<file path="config.mk">
export PLATFORM = sky130hd
export DESIGN_NAME = syscsr_axi_slv
export DESIGN_NICKNAME = d
export VERILOG_FILES = /design/src/rtl/syscsr_axi_pkg.sv /design/src/rtl/syscsr_regbank.sv /design/src/rtl/syscsr_axi_slv.sv
export SDC_FILE = /design/constraint.sdc
export NUM_CORES = 1
export LEC_CHECK = 0
export ABC_CLOCK_PERIOD_IN_PS = 6700
export CORE_AREA = 2 2 360 362
export DETAILED_ROUTE_END_ITERATION = 16
export DIE_AREA = 0 0 362 364
export GPL_TIMING_DRIVEN = 0
export RECOVER_POWER = 50
export SKIP_LAST_GASP = 1
export SLEW_MARGIN = 10
export SYNTH_ARGS = -nofsm -noshare
export SYNTH_HDL_FRONTEND = slang
export SYNTH_SLANG_ARGS = --single-unit
</file>
<file path="constraint.sdc">
create_clock -name syscsr_slv_ACLK -period 6.7 [get_ports syscsr_slv_ACLK]
set_clock_uncertainty 0.2 [all_clocks]
set_input_delay 2.01 -clock syscsr_slv_ACLK [delete_from_list [all_inputs] [get_ports syscsr_slv_ACLK]]
set_output_delay 2.01 -clock syscsr_slv_ACLK [all_outputs]
set_load 0.05 [all_outputs]
</file>
<file path="src/rtl/syscsr_axi_pkg.sv">
// Shared constants, FSM state types and address helper for the system CSR AXI responder.
package syscsr_axi_pkg;

  localparam logic [1:0] RESP_OKAY   = 2'b00;
  localparam logic [1:0] RESP_SLVERR = 2'b10;
  localparam logic [1:0] RESP_DECERR = 2'b11;

  localparam logic [3:0] SIZE_128B = 4'd4;

  typedef enum logic [1:0] {W_IDLE, W_DATA, W_RESP} wr_state_e;
  typedef enum logic       {R_IDLE, R_DATA}         rd_state_e;

  // Addresses are tracked as 16-byte block numbers; the bank base is DEPTH-aligned,
  // so an unsigned offset below depth is exactly the in-range window.
  function automatic logic blk_in_range(input logic [27:0] blk,
                                        input logic [27:0] base_blk,
                                        input int unsigned depth);
    logic [27:0] off;
    off = blk - base_blk;
    return off < 28'(depth);
  endfunction

endpackage

</file>
<file path="src/rtl/syscsr_regbank.sv">
// DEPTH x 128-bit register bank: byte-strobed write port, combinational read port,
// contents exported as one flat bus.
module syscsr_regbank #(
  parameter int DEPTH = 4,
  parameter int IDXW  = $clog2(DEPTH)
) (
  input  logic                   clk,
  input  logic                   rst_n,
  input  logic                   wr_en,
  input  logic [IDXW-1:0]        wr_idx,
  input  logic [127:0]           wr_data,
  input  logic [15:0]            wr_strb,
  input  logic [IDXW-1:0]        rd_idx,
  output logic [127:0]           rd_data,
  output logic [DEPTH*128-1:0]   csr_q
);

  logic [127:0] mem_q [DEPTH];
  logic [127:0] mem_d [DEPTH];

  always_comb begin
    mem_d = mem_q;
    if (wr_en) begin
      for (int b = 0; b < 16; b++) begin
        if (wr_strb[b]) mem_d[wr_idx][b*8 +: 8] = wr_data[b*8 +: 8];
      end
    end
  end

  // NOTE: this bank is a handful of control registers, not a RAM macro, so it is
  // cleared by reset like any other flop; a real memory array would not be.
  always_ff @(posedge clk or negedge rst_n) begin
    if (!rst_n) begin
      for (int i = 0; i < DEPTH; i++) mem_q[i] <= '0;
    end else begin
      // NOTE: sequential state always takes <=, so every flop samples pre-edge values.
      mem_q <= mem_d;
    end
  end

  assign rd_data = mem_q[rd_idx];

  always_comb begin
    csr_q = '0;
    for (int i = 0; i < DEPTH; i++) csr_q[i*128 +: 128] = mem_q[i];
  end

endmodule

</file>
<file path="src/rtl/syscsr_axi_slv.sv">
// AXI responder for the system CSR port: independent single-outstanding write and read
// burst FSMs serving a local bank of 128-bit registers.
module syscsr_axi_slv
  import syscsr_axi_pkg::*;
#(
  parameter int          DEPTH     = 4,
  parameter logic [31:0] BASE_ADDR = 32'h0000_0000
) (
  input  logic                 syscsr_slv_ACLK,
  input  logic                 syscsr_slv_ARESETn,
  input  logic [31:0]          syscsr_slv_AWADDR,
  input  logic [7:0]           syscsr_slv_AWID,
  input  logic                 syscsr_slv_AWVALID,
  input  logic [3:0]           syscsr_slv_AWSIZE,
  input  logic [3:0]           syscsr_slv_AWLEN,
  output logic                 syscsr_slv_AWREADY,
  input  logic [127:0]         syscsr_slv_WDATA,
  input  logic [15:0]          syscsr_slv_WSTRB,
  input  logic                 syscsr_slv_WLAST,
  input  logic                 syscsr_slv_WVALID,
  output logic                 syscsr_slv_WREADY,
  output logic [7:0]           syscsr_slv_BID,
  output logic [1:0]           syscsr_slv_BRESP,
  output logic                 syscsr_slv_BVALID,
  input  logic                 syscsr_slv_BREADY,
  input  logic [31:0]          syscsr_slv_ARADDR,
  input  logic [7:0]           syscsr_slv_ARID,
  input  logic                 syscsr_slv_ARVALID,
  input  logic [3:0]           syscsr_slv_ARSIZE,
  input  logic [3:0]           syscsr_slv_ARLEN,
  output logic                 syscsr_slv_ARREADY,
  output logic [7:0]           syscsr_slv_RID,
  output logic [127:0]         syscsr_slv_RDATA,
  output logic [1:0]           syscsr_slv_RRESP,
  output logic                 syscsr_slv_RLAST,
  output logic                 syscsr_slv_RVALID,
  input  logic                 syscsr_slv_RREADY,
  output logic [DEPTH*128-1:0] csr_q,
  output logic                 csr_err
);

  localparam int          IDXW     = $clog2(DEPTH);
  localparam logic [27:0] BASE_BLK = BASE_ADDR[31:4];

  logic clk, rst_n;
  assign clk   = syscsr_slv_ACLK;
  assign rst_n = syscsr_slv_ARESETn;

  // Write path state
  wr_state_e   wr_state_q, wr_state_d;
  logic        awready_q, awready_d, wready_q, wready_d, bvalid_q, bvalid_d;
  logic [7:0]  bid_q, bid_d;
  logic [1:0]  bresp_q, bresp_d;
  logic [27:0] wblk_q, wblk_d;
  logic [3:0]  wlen_q, wlen_d, wsize_q, wsize_d, wbeat_q, wbeat_d;
  logic        wdec_q, wdec_d, wslv_q, wslv_d;

  // Read path state
  rd_state_e    rd_state_q, rd_state_d;
  logic         arready_q, arready_d, rvalid_q, rvalid_d, rlast_q, rlast_d;
  logic [7:0]   rid_q, rid_d;
  logic [127:0] rdata_q, rdata_d;
  logic [1:0]   rresp_q, rresp_d;
  logic [27:0]  rblk_q, rblk_d;
  logic [3:0]   rlen_q, rlen_d, rsize_q, rsize_d, rbeat_q, rbeat_d;
  logic         rerr_q, rerr_d;
  logic         csr_err_q, csr_err_d;

  logic          aw_hs, w_hs, b_hs, ar_hs, r_hs;
  logic          w_oor, w_last_beat, w_slv_now, bank_we;
  logic [27:0]   wr_off, rd_off, ld_blk;
  logic [3:0]    ld_size, ld_beat;
  logic          load, ld_in;
  logic [127:0]  bank_rd;

  assign aw_hs = syscsr_slv_AWVALID & awready_q;
  assign w_hs  = syscsr_slv_WVALID  & wready_q;
  assign b_hs  = bvalid_q & syscsr_slv_BREADY;
  assign ar_hs = syscsr_slv_ARVALID & arready_q;
  assign r_hs  = rvalid_q & syscsr_slv_RREADY;

  assign wr_off      = wblk_q - BASE_BLK;
  assign w_oor       = !blk_in_range(wblk_q, BASE_BLK, DEPTH);
  assign w_last_beat = (wbeat_q == wlen_q);
  assign w_slv_now   = (wsize_q != SIZE_128B) || (syscsr_slv_WLAST != w_last_beat);

  // NOTE: every always_comb starts from a full set of defaults so no path can infer a latch.
  always_comb begin
    wr_state_d = wr_state_q;
    awready_d  = awready_q;
    wready_d   = wready_q;
    bvalid_d   = bvalid_q;
    bid_d      = bid_q;
    bresp_d    = bresp_q;
    wblk_d     = wblk_q;
    wlen_d     = wlen_q;
    wsize_d    = wsize_q;
    wbeat_d    = wbeat_q;
    wdec_d     = wdec_q;
    wslv_d     = wslv_q;
    bank_we    = 1'b0;
    case (wr_state_q)
      W_IDLE: begin
        awready_d = 1'b1;
        if (aw_hs) begin
          awready_d  = 1'b0;
          wready_d   = 1'b1;
          bid_d      = syscsr_slv_AWID;
          wblk_d     = syscsr_slv_AWADDR[31:4];
          wlen_d     = syscsr_slv_AWLEN;
          wsize_d    = syscsr_slv_AWSIZE;
          wbeat_d    = '0;
          wdec_d     = 1'b0;
          wslv_d     = 1'b0;
          wr_state_d = W_DATA;
        end
      end
      W_DATA: begin
        if (w_hs) begin
          bank_we = !w_oor && (wsize_q == SIZE_128B);
          wblk_d  = wblk_q + 28'd1;
          wbeat_d = wbeat_q + 4'd1;
          wdec_d  = wdec_q | w_oor;
          wslv_d  = wslv_q | w_slv_now;
          // The burst ends on the beat count; WLAST only feeds the error flag.
          if (w_last_beat) begin
            wready_d   = 1'b0;
            bvalid_d   = 1'b1;
            bresp_d    = (wdec_q | w_oor)     ? RESP_DECERR :
                         (wslv_q | w_slv_now) ? RESP_SLVERR : RESP_OKAY;
            wr_state_d = W_RESP;
          end
        end
      end
      W_RESP: begin
        if (b_hs) begin
          bvalid_d   = 1'b0;
          awready_d  = 1'b1;
          wr_state_d = W_IDLE;
        end
      end
      default: wr_state_d = W_IDLE;
    endcase
  end

  always_comb begin
    rd_state_d = rd_state_q;
    arready_d  = arready_q;
    rvalid_d   = rvalid_q;
    rlast_d    = rlast_q;
    rid_d      = rid_q;
    rdata_d    = rdata_q;
    rresp_d    = rresp_q;
    rblk_d     = rblk_q;
    rlen_d     = rlen_q;
    rsize_d    = rsize_q;
    rbeat_d    = rbeat_q;
    rerr_d     = rerr_q;
    load       = 1'b0;
    ld_blk     = rblk_q + 28'd1;
    ld_size    = rsize_q;
    ld_beat    = rbeat_q + 4'd1;
    case (rd_state_q)
      R_IDLE: begin
        arready_d = 1'b1;
        if (ar_hs) begin
          arready_d  = 1'b0;
          rvalid_d   = 1'b1;
          rid_d      = syscsr_slv_ARID;
          rlen_d     = syscsr_slv_ARLEN;
          rsize_d    = syscsr_slv_ARSIZE;
          rerr_d     = 1'b0;
          load       = 1'b1;
          ld_blk     = syscsr_slv_ARADDR[31:4];
          ld_size    = syscsr_slv_ARSIZE;
          ld_beat    = '0;
          rd_state_d = R_DATA;
        end
      end
      R_DATA: begin
        if (r_hs) begin
          rerr_d = rerr_q | (rresp_q != RESP_OKAY);
          if (rlast_q) begin
            rvalid_d   = 1'b0;
            rlast_d    = 1'b0;
            arready_d  = 1'b1;
            rd_state_d = R_IDLE;
          end else begin
            load = 1'b1;
          end
        end
      end
      default: rd_state_d = R_IDLE;
    endcase
    // Read data is sampled from the bank before any same-cycle write lands.
    if (load) begin
      rblk_d  = ld_blk;
      rbeat_d = ld_beat;
      rdata_d = ld_in ? bank_rd : '0;
      rresp_d = !ld_in                 ? RESP_DECERR :
                (ld_size != SIZE_128B) ? RESP_SLVERR : RESP_OKAY;
      rlast_d = (ld_beat == rlen_d);
    end
  end

  assign rd_off = ld_blk - BASE_BLK;
  assign ld_in  = blk_in_range(ld_blk, BASE_BLK, DEPTH);

  always_comb begin
    csr_err_d = (b_hs && (bresp_q != RESP_OKAY)) ||
                (r_hs && rlast_q && (rerr_q || (rresp_q != RESP_OKAY)));
  end

  always_ff @(posedge clk or negedge rst_n) begin
    if (!rst_n) begin
      wr_state_q <= W_IDLE;
      awready_q  <= 1'b0;
      wready_q   <= 1'b0;
      bvalid_q   <= 1'b0;
      bid_q      <= '0;
      bresp_q    <= '0;
      wblk_q     <= '0;
      wlen_q     <= '0;
      wsize_q    <= '0;
      wbeat_q    <= '0;
      wdec_q     <= 1'b0;
      wslv_q     <= 1'b0;
    end else begin
      wr_state_q <= wr_state_d;
      awready_q  <= awready_d;
      wready_q   <= wready_d;
      bvalid_q   <= bvalid_d;
      bid_q      <= bid_d;
      bresp_q    <= bresp_d;
      wblk_q     <= wblk_d;
      wlen_q     <= wlen_d;
      wsize_q    <= wsize_d;
      wbeat_q    <= wbeat_d;
      wdec_q     <= wdec_d;
      wslv_q     <= wslv_d;
    end
  end

  always_ff @(posedge clk or negedge rst_n) begin
    if (!rst_n) begin
      rd_state_q <= R_IDLE;
      arready_q  <= 1'b0;
      rvalid_q   <= 1'b0;
      rlast_q    <= 1'b0;
      rid_q      <= '0;
      rdata_q    <= '0;
      rresp_q    <= '0;
      rblk_q     <= '0;
      rlen_q     <= '0;
      rsize_q    <= '0;
      rbeat_q    <= '0;
      rerr_q     <= 1'b0;
      csr_err_q  <= 1'b0;
    end else begin
      rd_state_q <= rd_state_d;
      arready_q  <= arready_d;
      rvalid_q   <= rvalid_d;
      rlast_q    <= rlast_d;
      rid_q      <= rid_d;
      rdata_q    <= rdata_d;
      rresp_q    <= rresp_d;
      rblk_q     <= rblk_d;
      rlen_q     <= rlen_d;
      rsize_q    <= rsize_d;
      rbeat_q    <= rbeat_d;
      rerr_q     <= rerr_d;
      csr_err_q  <= csr_err_d;
    end
  end

  syscsr_regbank #(.DEPTH(DEPTH), .IDXW(IDXW)) u_regbank (
    .clk     (clk),
    .rst_n   (rst_n),
    .wr_en   (bank_we),
    .wr_idx  (wr_off[IDXW-1:0]),
    .wr_data (syscsr_slv_WDATA),
    .wr_strb (syscsr_slv_WSTRB),
    .rd_idx  (rd_off[IDXW-1:0]),
    .rd_data (bank_rd),
    .csr_q   (csr_q)
  );

  logic unused_bits;
  assign unused_bits = ^{syscsr_slv_AWADDR[3:0], syscsr_slv_ARADDR[3:0],
                         wr_off[27:IDXW], rd_off[27:IDXW]};

  assign syscsr_slv_AWREADY = awready_q;
  assign syscsr_slv_WREADY  = wready_q;
  assign syscsr_slv_BVALID  = bvalid_q;
  assign syscsr_slv_BID     = bid_q;
  assign syscsr_slv_BRESP   = bresp_q;
  assign syscsr_slv_ARREADY = arready_q;
  assign syscsr_slv_RVALID  = rvalid_q;
  assign syscsr_slv_RID     = rid_q;
  assign syscsr_slv_RDATA   = rdata_q;
  assign syscsr_slv_RRESP   = rresp_q;
  assign syscsr_slv_RLAST   = rlast_q;
  assign csr_err            = csr_err_q;

endmodule

</file>
# Word level (Yosys, flattened, before mapping)
# Cells that the tools add are included.
totals:
  mem_bits_ro: 0
  ff_bits: 753
  n_memories: 0
  input_bits: 248
  ram_bits: 0
  latch_bits: 0
op_classes:
  reduce_logical: 29
  eq_ne: 15
  bitwise_logic: 11
  shift: 0
  n_mux: 144
  multipliers: 0
  add_sub_neg: 4
  div_mod_pow: 0
  n_lt_le_gt_ge: 5
ops:
  columns: ["op", "n"]
  rows:
  - ["$mux 512", 31]
  - ["$bwmux 512", 16]
  - ["$demux 128 s2", 16]
  - ["$mux 128", 4]
  - ["$bmux 128 s2", 1]
  - ["$mux 120", 1]
  - ["$mux 112", 1]
  - ["$mux 28", 4]
  - ["$mux 104", 1]
  - ["$mux 96", 1]
  - ["$mux 88", 1]
  - ["$mux 80", 1]
  - ["$mux 72", 1]
  - ["$mux 64", 1]
  - ["$add 28x1->28 const B", 2]
  - ["$lt 28x3->1 const B", 2]
  - ["$mux 56", 1]
  - ["$pmux 28 s2", 1]
  - ["$mux 48", 1]
  - ["$mux 40", 1]
  - ["$mux 32", 1]
  - ["$mux 4", 8]
  - ["$mux 1", 28]
  - ["$mux 24", 1]
  - ["29 further kinds", 82]

# Longest topological paths before layout
logic_depth:
  depth_word: 52
  mapped_depth: 12

# Hierarchy
# A second synthesis with hierarchy kept.
unflattened:
  hier_cells: 2621
  area_unflattened_um2: 34927.2
modules_own_cells:
  columns: ["mod", "seq_area_each_um2", "cells_per_inst", "instances", "area_per_inst_um2"]
  rows:
  - ["syscsr_regbank", 12812.3, 1281, 1, 23236.0]
  - ["syscsr_axi_slv", 6030.8, 1340, 1, 11691.2]

# Least setup slack after synthesis
# No wires, ideal clock.
synth_timing:
  path_kind: "in2reg"
  start: "input syscsr_slv_ARVALID"
  end: "register rdata_q[100], in the netlist syscsr_slv_RDATA[100]"
  stages: 10
  arrival_ps: 4003
  setup_slack_ps: 2405
  required_ps: 6408
  path_buffers: 4
  setup_ps: 92
  path_cell_list: "nand3b_1 -> clkbuf_1 -> clkbuf_1 -> o211ai_1 -> nand3b_1 -> a311oi_1 -> clkbuf_1 -> clkbuf_1 -> o2111ai_1 -> o31ai_2"
synth_via:
  elab_chain_len: 8
  word_cells_on_any_way: 11
synth_lines:
  columns: ["item", "line_no", "text"]
  rows:
  - ["from (decl)", "syscsr_axi_slv.sv:28", "input logic syscsr_slv_ARVALID,"]
  - ["$and 1x1->1 *", "syscsr_axi_slv.sv:79", "assign ar_hs = syscsr_slv_ARVALID & arready_q;"]
  - ["branches (longest 7 deep; another with $lt 28x3->1)", null, null]
  - ["to (signal assigned)", "syscsr_axi_slv.sv:265", "rdata_q <= rdata_d;"]
  - ["to (decl)", "syscsr_axi_slv.sv:62", "logic [127:0] rdata_q, rdata_d;"]
# Every way passes the cells marked *. The select of a mux whose other input is x is not followed.
# A chain may end at the register's enable or synchronous reset.

# Final worst setup path
layout_timing:
  start: "input syscsr_slv_ARVALID"
  end: "register rdata_q[45], in the netlist syscsr_slv_RDATA[45]"
# Same word-level chain as after synthesis.

==> results.tsv <==
metric	value	unit
status	finished with violations	
failed_checks	max-capacitance violations, max-slew violations	
worstHoldStart	syscsr_slv_RDATA[12]	
drt-initial-drc-count	2498	
rows	132	
die_h	364	um
gp_congestion	0.920	
viasPerCell	5.13	
cts_num_sinks	753	
cts_made_buffers	89	
syn_nets	3525	
start_util	0.274	
setup_viol	0	
io_buffers	906	
synth.avg_cell_area	10.7	sq um
most-common-layout-cells	958 x nand2_1, 753 x dfrtp_1, 613 x clkdlybuf4s50_1, 529 x mux2_2, 292 x dlygate4sd3_1	
p_seq_frac	0.327	
synth-main-ff-cell	dfrtp_1	
end_kind	register	
worst-slew-pin-transition	3810	ps
placed_cell_area	0.0466	sq mm
fillerInstances	12663	
synth.distinct_cells	57	
reg2reg_to	syscsr_slv_RDATA[45]	
regArea	0.0188	sq mm
globalRoute.totalOverflow	0	
grt.total_usage	0.242	
ys_warn_count	0	
final_common_cell	nand2_1	
peakVddDrop	0.220	mV
antenna_found_initial	26	
p_per_area	319	mW/mm^2
insertion_delay	720	ps
rsz0062_at_grt	false	
drive_above_1_share	0.190	
io_pins	915	
syn_inst	3270	
drc	0	
synth-seq-area-share	0.536	
cts_setup_buffers	0	
htree_levels	3	
grt_pass1_vias	31225	
relSlewSlack	-1.54	
worstSetupPathType	input pin to register	
required	7100	ps
drt-total-wl	164000	um
drtAntennaViolNets	0	
wl_per_cell	27.2	um
cts_resized	0	
cp.arrival	6840	ps
syn_to_final_growth	41.2	%
async_flop_share	1.00	
drv_cap	1	
clkPwrFrac	0.320	
synth_top_area_frac	0.536	
tritoncts	done	
total_power	15.9	mW
die_area	0.132	sq mm
ctsLongestPathBuffers	3	
synth_top_area_cell	dfrtp_1	
place_ws	-462	ps
r2r_slack	1020	ps
ctsHoldBuffers	0	
grt_max_degree	104	
crit_fanout	10	
final_util	0.387	
multi_input_area	0.0154	sq mm
postLayoutSetupSlackWorst	255	ps
fmax	0.155	GHz
hold_viol_final	0	
dp_hpwl	125000	um
finalCritPeriodShare	0.962	
min_path_cells	2	
synthTopCellsByArea	dfrtp_1 54%, mux2_2 17%, nand2_1 10%, o31ai_2 3.6%, o2111ai_1 3.2%	
p_int	9.00	mW
p_sw_frac	0.432	
core_area	0.128	sq mm
nets	4531	
hold_end	syscsr_slv_RDATA[12]	
slew_violations	61	
cp-start-kind	input pin	
synth_edf_count	0	
reg2regPathDepth	10	
root_buffer	clkbuf_16	
synth-seq-cells	753	
die_w	362	um
vias	31027	
r2r_start	rblk_q[2]	
power_frac_comb	0.353	
netlist_area	0.0351	sq mm
drt_pre_antenna_iters	5	
path_clk_slew	60	ps
hp-class	register to register	
grt_pass1_wl	231000	um
switchingPower	6.85	mW
final_area	0.0496	sq mm
min_period	6440	ps
p_leak	22.9	nW
layout make-up:
cell class	instances	share of cell area
Sequential cell	753	0.380
Multi-Input combinational cell	2299	0.310
Timing Repair Buffer	915	0.187
Clock buffer	134	0.0540
Tap cell	1675	0.0422
Buffer	205	0.0179
Clock inverter	27	0.00701
Antenna cell	23	0.00116
Inverter	13	0.000983
stage by stage:
step	hold WS (ps)	setup TNS, ps	cells
4_1_cts	278	0	6021
3_3_place_gp	250	-	5851
2_1_floorplan	233	0	3270
6_report	270	0	6044
5_1_grt	294	0	6036
3_5_place_dp	264	-20020	5860
flip-flops by register name (all words and copies together) (netlist names), 2 cells and up:
| signal | cells |
|---|---|
| syscsr_slv_RRESP | 2 |
| syscsr_slv_BRESP | 2 |
| wblk_q | 28 |
| wlen_q | 4 |
| wsize_q | 4 |
| wr_state_q | 2 |
| wbeat_q | 4 |
| rbeat_q | 4 |
| syscsr_slv_RDATA | 128 |
| rlen_q | 4 |
| syscsr_slv_BID | 8 |
| syscsr_slv_RID | 8 |
| rsize_q | 4 |
| rblk_q | 28 |
| u_regbank.csr_q | 512 |
kinds of logic after synthesis:
logic type / synth area share
AND/OR/NAND/NOR: 0.154
flip-flops: 0.536
multiplexers: 0.171
AO/OA/AOI/OAI: 0.100
buffers and inverters: 0.0262
XOR/XNOR: 0.0102
adder cells (fa/ha/maj): 0.00249
how the worst max path moves through the flow:
stage,start,to,slack [ps]
3_5_place_dp,syscsr_slv_ARVALID,syscsr_slv_RDATA[45],-460
3_3_place_gp,syscsr_slv_ARESETn,u_regbank.csr_q[257],-32490
4_1_cts,syscsr_slv_ARVALID,syscsr_slv_RDATA[45],300
2_1_floorplan,syscsr_slv_ARVALID,syscsr_slv_RDATA[100],2400
6_report,syscsr_slv_ARVALID,syscsr_slv_RDATA[45],260
5_1_grt,syscsr_slv_ARESETn,u_regbank.csr_q[376],70
Yosys cell counts, types with 5 or more instances:
cell,instances
clkbuf_1,169
dfrtp_1,753
o31ai_1,29
ha_1,7
nor2_1,76
o2111ai_1,129
o21ai_0,47
nor4_1,16
xor2_1,21
buf_6,11
nand2_1,958
nand3_1,159
o31ai_2,101
mux2i_1,5
buf_2,13
and2_1,8
nand2b_1,7
or3_1,8
and4_1,5
buf_1,11
nand4_1,17
inv_1,13
and3_1,14
mux2_2,529
a31oi_1,5
o22ai_1,13
xnor2_1,20
a21oi_1,62
nor3_1,15
per-layer routing:
layer | vias to the layer above | GRT usage | wire [um]
met4 | 4 | 0.102 | 6560
met5 | - | 0 | 22
met2 | 1284 | 0.398 | 78900
met1 | 15841 | 0.287 | 62700
li1 | 13618 | - | -
met3 | 280 | 0.0861 | 16200
critical path, stage by stage:
cell,delay (ps)
clkdlybuf4s50_1,470
nand3b_1,180
clkbuf_1,310
clkbuf_1,320
clkbuf_1,350
o22ai_1,890
clkbuf_2,650
clkbuf_1,810
o2111ai_1,510
o31ai_2,310
power by group through the flow:
stage          registers, mW  clock network, mW  logic [mW]
2_1_floorplan           5.43                  0        2.58
6_report                5.18               5.08        5.59
3_5_place_dp            5.25                  0        5.63
4_1_cts                 5.17               5.17        5.65
5_1_grt                 5.22               5.35        5.98
3_3_place_gp            5.27                  0        5.59
Note: power is estimated with default switching activity, not from simulation.
